$ cat config.mk
export PLATFORM = sky130hd
export DESIGN_NAME = programmable_delay_timer
export DESIGN_NICKNAME = d
export VERILOG_FILES = /design/src/rtl/timer_pkg.sv /design/src/rtl/timer_channel_if.sv /design/src/rtl/timer_channel.sv /design/src/rtl/programmable_delay_timer.sv
export SDC_FILE = /design/constraint.sdc
export NUM_CORES = 1
export LEC_CHECK = 0
export CAP_MARGIN = 5
export CELL_PAD_IN_SITES_DETAIL_PLACEMENT = 0
export CELL_PAD_IN_SITES_GLOBAL_PLACEMENT = 1
export CORE_MARGIN = 2
export CORE_UTILIZATION = 42
export CTS_BUF_LIST = sky130_fd_sc_hd__clkbuf_4 sky130_fd_sc_hd__clkbuf_8
export CTS_CLUSTER_SIZE = 10
export DETAILED_ROUTE_END_ITERATION = 7
export GPL_ROUTABILITY_DRIVEN = 0
export PLACE_DENSITY = 0.82
export SYNTH_ARGS = -nofsm -noshare
export SYNTH_HDL_FRONTEND = slang
export SYNTH_SLANG_ARGS = --single-unit
$ cat constraint.sdc
create_clock -name Clock -period 4.2 [get_ports Clock]
set_input_delay 1.26 -clock Clock [delete_from_list [all_inputs] [get_ports Clock]]
set_output_delay 1.26 -clock Clock [all_outputs]
set_load 0.02 [all_outputs]
$ cat src/rtl/timer_pkg.sv
// Shared encodings for the programmable delay timer: channel state and
// reload mode.
package timer_pkg;

  typedef enum logic {
    ST_IDLE = 1'b0,
    ST_RUN  = 1'b1
  } state_e;

  typedef enum logic {
    MODE_ONESHOT  = 1'b0,
    MODE_PERIODIC = 1'b1
  } mode_e;

endpackage

$ cat src/rtl/timer_channel_if.sv
// Control/status bundle between the timer top level and one timer channel.
interface timer_channel_if #(
  parameter int WIDTH = 27
);
  // No back-pressure: start/stop/periodic/period are sampled on every rising
  // edge (stop beats start). tick qualifies counting. timeout is a registered
  // one-cycle pulse; busy/count reflect the registered channel state.
  logic             tick;
  logic             start;
  logic             stop;
  logic             periodic;
  logic [WIDTH-1:0] period;
  logic             timeout;
  logic             busy;
  logic [WIDTH-1:0] count;

  modport master (
    output tick, start, stop, periodic, period,
    input  timeout, busy, count
  );

  modport slave (
    input  tick, start, stop, periodic, period,
    output timeout, busy, count
  );
endinterface

$ cat src/rtl/timer_channel.sv
// One timer channel: IDLE/RUN state, latched period and mode, tick counter
// and the registered Timeout pulse.
module timer_channel
  import timer_pkg::*;
#(
  parameter int WIDTH = 27
) (
  input  logic            clk,
  input  logic            rst_n,
  timer_channel_if.slave  bus
);

  state_e           state_q, state_d;
  mode_e            mode_q, mode_d;
  logic [WIDTH-1:0] period_q, period_d;
  logic [WIDTH-1:0] count_q, count_d;
  logic             timeout_q, timeout_d;
  logic             terminal;

  assign terminal = (count_q == period_q - WIDTH'(1));

  always_ff @(posedge clk or negedge rst_n) begin
    if (!rst_n) begin
      state_q   <= ST_IDLE;
      mode_q    <= MODE_ONESHOT;
      period_q  <= '0;
      count_q   <= '0;
      timeout_q <= 1'b0;
    end else begin
      state_q   <= state_d;
      mode_q    <= mode_d;
      period_q  <= period_d;
      count_q   <= count_d;
      timeout_q <= timeout_d;
    end
  end

  // Priority: stop, then start/retrigger, then counting. Both stop and start
  // take precedence over a coincident terminal tick, which suppresses it.
  always_comb begin
    state_d   = state_q;
    mode_d    = mode_q;
    period_d  = period_q;
    count_d   = count_q;
    timeout_d = 1'b0;
    if (bus.stop) begin
      state_d = ST_IDLE;
      count_d = '0;
    end else if (bus.start) begin
      period_d = bus.period;
      mode_d   = bus.periodic ? MODE_PERIODIC : MODE_ONESHOT;
      count_d  = '0;
      if (bus.period == '0) begin
        state_d   = ST_IDLE;
        timeout_d = 1'b1;
      end else begin
        state_d = ST_RUN;
      end
    end else if (state_q == ST_RUN && bus.tick) begin
      if (terminal) begin
        count_d   = '0;
        timeout_d = 1'b1;
        if (mode_q == MODE_ONESHOT) state_d = ST_IDLE;
      end else begin
        count_d = count_q + WIDTH'(1);
      end
    end
  end

  assign bus.timeout = timeout_q;
  assign bus.busy    = (state_q == ST_RUN);
  assign bus.count   = count_q;

endmodule

$ cat src/rtl/programmable_delay_timer.sv
// Multi-channel programmable delay timer: one free-running prescaler feeding
// NUM_CH independent one-shot/periodic channels.
module programmable_delay_timer #(
  parameter int NUM_CH   = 4,
  parameter int WIDTH    = 27,
  parameter int PRESCALE = 1
) (
  input  logic                    Clock,
  input  logic                    Resetn,
  input  logic [NUM_CH-1:0]       Start,
  input  logic [NUM_CH-1:0]       Stop,
  input  logic [NUM_CH-1:0]       Periodic,
  input  logic [NUM_CH*WIDTH-1:0] Period,
  output logic [NUM_CH-1:0]       Timeout,
  output logic [NUM_CH-1:0]       Busy,
  output logic [NUM_CH*WIDTH-1:0] Count
);

  logic tick;

  // The prescaler phase is never disturbed by Start, so expiry jitters by up
  // to one prescale period depending on when Start lands.
  generate
    if (PRESCALE == 1) begin : g_no_prescale
      assign tick = 1'b1;
    end else begin : g_prescale
      localparam int PW = $clog2(PRESCALE);
      logic [PW-1:0] pre_q;

      always_ff @(posedge Clock or negedge Resetn) begin
        if (!Resetn) begin
          pre_q <= '0;
        end else if (pre_q == PW'(PRESCALE - 1)) begin
          pre_q <= '0;
        end else begin
          pre_q <= pre_q + PW'(1);
        end
      end

      assign tick = (pre_q == PW'(PRESCALE - 1));
    end
  endgenerate

  for (genvar i = 0; i < NUM_CH; i++) begin : g_ch
    timer_channel_if #(.WIDTH(WIDTH)) ch_if ();

    assign ch_if.tick     = tick;
    assign ch_if.start    = Start[i];
    assign ch_if.stop     = Stop[i];
    assign ch_if.periodic = Periodic[i];
    assign ch_if.period   = Period[i*WIDTH +: WIDTH];

    timer_channel #(.WIDTH(WIDTH)) u_ch (
      .clk   (Clock),
      .rst_n (Resetn),
      .bus   (ch_if)
    );

    assign Timeout[i]              = ch_if.timeout;
    assign Busy[i]                 = ch_if.busy;
    assign Count[i*WIDTH +: WIDTH] = ch_if.count;
  end

endmodule

# [Yosys cells after proc, flatten, opt, wreduce, memory -nomap -nowiden]
# Cells that the tools add are included.
[word_totals] register_bits=228 out_inout_bits=116 word_cells=112
[classes] add_sub_neg=8 eq_ne=4 n_mux=64 bitwise_logic=4 n_reduce_logical=12
[op_table] cell="two-way mux 27 bit" count=16
[op_table] cell="adder 27 x 1 -> 27 bit (second input constant)" count=4
[op_table] cell="equality test 27 bit" count=4
[op_table] cell="logical NOT 27 bit" count=4
[op_table] cell="subtractor 27 x 1 -> 27 bit (second input constant)" count=4
[op_table] cell="two-way mux 1 bit" count=48
[op_table] cell="nonzero test 3 bit" count=4
[op_table] cell="AND reduction 2 bit" count=4
[op_table] cell="NOT 1 bit" count=4

# [Logic depth before layout (Yosys ltp)]
[logic_depth] word_depth=6 ltp_mapped=14

# [Hierarchy]
# A second synthesis with hierarchy kept.
[hier_totals] cells_unflattened=1557 area_unflattened_um2=15050.7
[modules_own_cells] module="timer_channel (g_ch[2].u_ch ...)" n_inst=2 cells_per_inst=386 area_per_inst_um2=3804.9 seq_area_each_um2=1426.4
[modules_own_cells] module="timer_channel (g_ch[0].u_ch ...)" n_inst=2 cells_per_inst=388 area_per_inst_um2=3688.5 seq_area_each_um2=1426.4
[modules_own_cells] module="programmable_delay_timer" n_inst=1 cells_per_inst=9 area_per_inst_um2=63.8 seq_area_each_um2=0.0

# [Worst setup path before layout]
# OpenSTA, ideal clock, no wires.
[synth_path] kind="reg2reg" start="register g_ch[0].u_ch.period_q[0]" end="register g_ch[0].u_ch.count_q[0]" t_arrival_ns=3.587 t_required_ns=4.075 path_slack_ns=0.488 path_stages_with_launch=14 period_less_slack_ns=3.712 path_cell_list="dfrtp_1 > inv_1 > ha_1 > clkbuf_1 > nor4b_1 > nand4_1 > nor3_1 > mux2_2 > a22o_1 > or4_1 > o21a_1 > clkbuf_1 > buf_2 > mux2_2"
[synth_via] elab_chain_len=6
[synth_lines] element="start: declaration" line="timer_channel.sv:15" text="logic [WIDTH-1:0] period_q, period_d;"
[synth_lines] element="start signal: assignment" line="timer_channel.sv:32" text="period_q <= period_d;"
[synth_lines] element="subtractor 27 x 1 -> 27 bit" line="timer_channel.sv:20" text="assign terminal = (count_q == period_q - WIDTH'(1));"
[synth_lines] element="equality test 27 bit" line="timer_channel.sv:20"
[synth_lines] element="two-way mux 27 bit" line="timer_channel.sv:60" text="if (terminal) begin"
[synth_lines] element="two-way mux 27 bit" line="timer_channel.sv:59" text="end else if (state_q == ST_RUN && bus.tick) begin"
[synth_lines] element="two-way mux 27 bit" line="timer_channel.sv:49" text="end else if (bus.start) begin"
[synth_lines] element="two-way mux 27 bit" line="timer_channel.sv:46" text="if (bus.stop) begin"
[synth_lines] element="end signal: assignment" line="timer_channel.sv:33" text="count_q <= count_d;"
[synth_lines] element="end: declaration" line="timer_channel.sv:16" text="logic [WIDTH-1:0] count_q, count_d;"
# No other way between the ends. The select of a mux whose other input is x is not followed.
# A chain may end at the register's enable or synchronous reset.

# [Final worst setup path]
[layout_path] start="register g_ch[2].u_ch.period_q[0]" end="register g_ch[2].u_ch.count_q[13]"
[layout_via] elab_chain_len=6
[layout_lines] element="start: declaration" line="timer_channel.sv:15"
[layout_lines] element="start signal: assignment" line="timer_channel.sv:32"
[layout_lines] element="subtractor 27 x 1 -> 27 bit" line="timer_channel.sv:20"
[layout_lines] element="equality test 27 bit" line="timer_channel.sv:20"
[layout_lines] element="two-way mux 27 bit" line="timer_channel.sv:60"
[layout_lines] element="two-way mux 27 bit" line="timer_channel.sv:59"
[layout_lines] element="two-way mux 27 bit" line="timer_channel.sv:49"
[layout_lines] element="two-way mux 27 bit" line="timer_channel.sv:46"
[layout_lines] element="end signal: assignment" line="timer_channel.sv:33"
[layout_lines] element="end: declaration" line="timer_channel.sv:16"
# No other way between the ends. The select of a mux whose other input is x is not followed.

==> metrics <==
status=complete, no violations; worst r2r src=g_ch[2].u_ch.period_q[0]; Async SR Flop Fraction=100%; DR WL/cell=18.1 µm; routed wire length=42.0 mm; Clock transition at path regs=~0.05 ns; vias=approximately 13,000; die width=190 µm; vias in the first global route=12,771; CTS Sinks=about 230; # DRC=0; die height=about 190 µm; clock skew=~0.025 ns; fillers=around 3,100; Synth area leader=dfrtp_1; number of gates resized after CTS=0; final-report setup violation count=0; Tightest Pin Transition=around 0.98 ns; worst-path fanout max=51; Synth Register Bits=228; core area=0.0343 mm²; Mapped Nets=1,737; area share of the largest cell type after synthesis=39.2%; initial core utilization=42.4%; Leakage=7.21 nW; Tot GR Track Use=23.0%; commonest non-fill, non-tap cells in the layout=clkdlybuf4s50_1 (236), dfrtp_1 (228), nor2_1 (153); Worst slew margin=34.2%; sequential share of the synthesized area=39.2%; Final Cycle Share=94.9%; Setup Crit Path Kind=flip-flop to flip-flop; clk_lat worst skew=around 0.6 ns; Finished Cell Area=0.0183 mm²; Initial DRC Count=876; Post-DP Area=between 0.015 and 0.02 mm²; Register Area=0.00571 mm²; Avg Inst Size Synth=approximately 9.1 µm²; commonest non-fill, non-tap cell in the layout=clkdlybuf4s50_1; layout overhead on the synthesized area=26.1%; Core Util, Final=53.5%; max-cap violations=0; peak supply drop=0.245 mV; die area=0.0361 mm²; Detail Route Antenna Nets=0; Post-DP HPWL=30.3 mm; CTS buffer count=43; hold_sp=g_ch[2].u_ch.mode_q; # IOs=238; Buffers on Ports=237; placed cells=2,249; Tmin final=3.99 ns; Slew Limit Fails=0; row count=about 70; Crit Reg-Reg Endpoint=g_ch[2].u_ch.bus.count[13]; Avg Vias per Cell=~5.7; setup bufs post-CTS=0; Metal-1 WL=19.0 mm; H-tree depth=2; Pre-antenna DRT Iters=5; CTS tree=built; largest net degree at the start of global routing=86; met2 routed wirelength=between 15 and 20 mm; yosys warns=0; PwrDens=between 300 and 400 mW/mm²; worst hold path depth=1; data arrival time of the critical path=4.46 ns; first-pass GRT wire length=approximately 68 mm; Longest Clk Path Bufs=3; f_max=251 MHz; nature of the critical path startpoint=flip-flop; Post-Synthesis Cells=1,607; highest metal used=met4; ys flop type=dfrtp_1; setup TNS=0 ns; area of the multi-input gates=about 0.0083 mm²; Root Driver=clkbuf_8; final setup margin=0.213 ns; Synth area leaders=dfrtp_1 (39%), mux2_2 (7.8%), xnor2_1 (5.6%); antenna violations before repair=1; RSZ-0062 raised after global routing=no; hold crit path type=flip-flop to flip-flop; post-synth cell types=70; WHS Endpoint=g_ch[2].u_ch.mode_q; Overflow after GRT=0; routed wl met3=2.55 mm; Nets=1,969; share of cells above drive strength 1=12.9%; Crit. End Element=flip-flop; CTS Hold Bufs=0; pre-CTS setup slack=~0.19 ns; Hold Violations, Final=0; R2R depth=12; reg2reg setup slack=0.21 ns; Worst Path Required=between 4 and 5 ns; EDFF count, synth=0; post-route insts no fill=2,325; cell area after synthesis=0.0145 mm²
## state kept, by name, indices dropped and copies added (netlist names)
signal,cells
g_ch.u_ch.bus.busy,4
g_ch.u_ch.bus.count,108
g_ch.u_ch.bus.timeout,4
g_ch.u_ch.mode_q,4
g_ch.u_ch.period_q,108
## through the flow
step	hold slack, ns	power (W)
5_1_grt	0.541	0.00626
3_3_place_gp	0.491	0.00366
2_1_floorplan	0.482	0.00327
3_5_place_dp	0.505	0.00369
4_1_cts	0.517	0.00601
6_report	0.512	0.00594
## cells in the mapped netlist (all sizes together) (50+ instances only)
library cell	number
clkbuf	63
dfrtp	228
inv	50
mux2	101
nand2	112
nand3	102
nor2	156
nor3	50
nor4	59
o21ai	60
xnor2	93
xor2	67
## per-layer routing
| metal | global-route usage [%] | vias to the layer above |
|---|---|---|
| met3 | 4.59 | 72 |
| li1 | - | 6384 |
| met4 | 7.16 | 0 |
| met2 | 36.9 | 357 |
| met1 | 31.3 | 6464 |
| met5 | 0 | - |
## kinds of logic after synthesis
group                      Yosys count  share of synthesized area [%]
and+or+nand+nor                    712                           25.8
AOI/OAI and AO/OA                  252                           12.1
DFF                                228                           39.2
xor gates and xnor gates           160                           9.63
buffers and inverters              132                           3.78
muxes                              115                           8.78
adders and majority gates            8                          0.688
## critical path, stage by stage, from the launching register on
cell,delay (ns)
dfrtp_1,0.42
inv_1,0.09
ha_1,0.20
nor3b_1,0.82
nand2_1,0.20
xor2_1,0.20
mux2i_1,0.15
or4_1,0.52
or3_1,0.32
o21a_1,0.17
buf_4,0.27
and3_1,0.24
a221o_1,0.25
## final cells by class
cell class / instances / area share (%)
flip-flops and latches: 228 / 31.1
well taps: 455 / 3.10
diodes: 1 / 0.0136
inverters: 50 / 1.02
clock inverters: 6 / 0.205
clock buffers: 69 / 4.70
repair buffers: 269 / 14.4
multi-input cells: 1247 / 45.5
## how the worst max path moves through the flow
| stage | slack, ns | to | startpoint | cells after the start |
|---|---|---|---|---|
| after floorplan | 0.49 | g_ch[0].u_ch.bus.count[0] | g_ch[0].u_ch.period_q[0] | 13 |
| after global placement | 0.31 | g_ch[1].u_ch.bus.count[15] | g_ch[1].u_ch.period_q[0] | 12 |
| after detailed placement | 0.19 | g_ch[1].u_ch.bus.count[13] | g_ch[1].u_ch.period_q[0] | 12 |
| after CTS | 0.17 | g_ch[1].u_ch.bus.count[10] | g_ch[1].u_ch.period_q[0] | 12 |
| after global routing | 0.06 | g_ch[2].u_ch.bus.count[17] | g_ch[2].u_ch.period_q[0] | 12 |
| final | 0.21 | g_ch[2].u_ch.bus.count[13] | g_ch[2].u_ch.period_q[0] | 12 |
## power by group
group / switching (W) / leakage (nW) / internal (W) / total (W)
clock: 0.000985 / 0.472 / 0.00129 / 0.00228
sequential: 0.000253 / 2.94 / 0.00236 / 0.00261
combinational: 0.000518 / 3.80 / 0.000532 / 0.00105
total: 0.00176 / 7.21 / 0.00418 / 0.00594
Power figures use the tool's default switching activity.
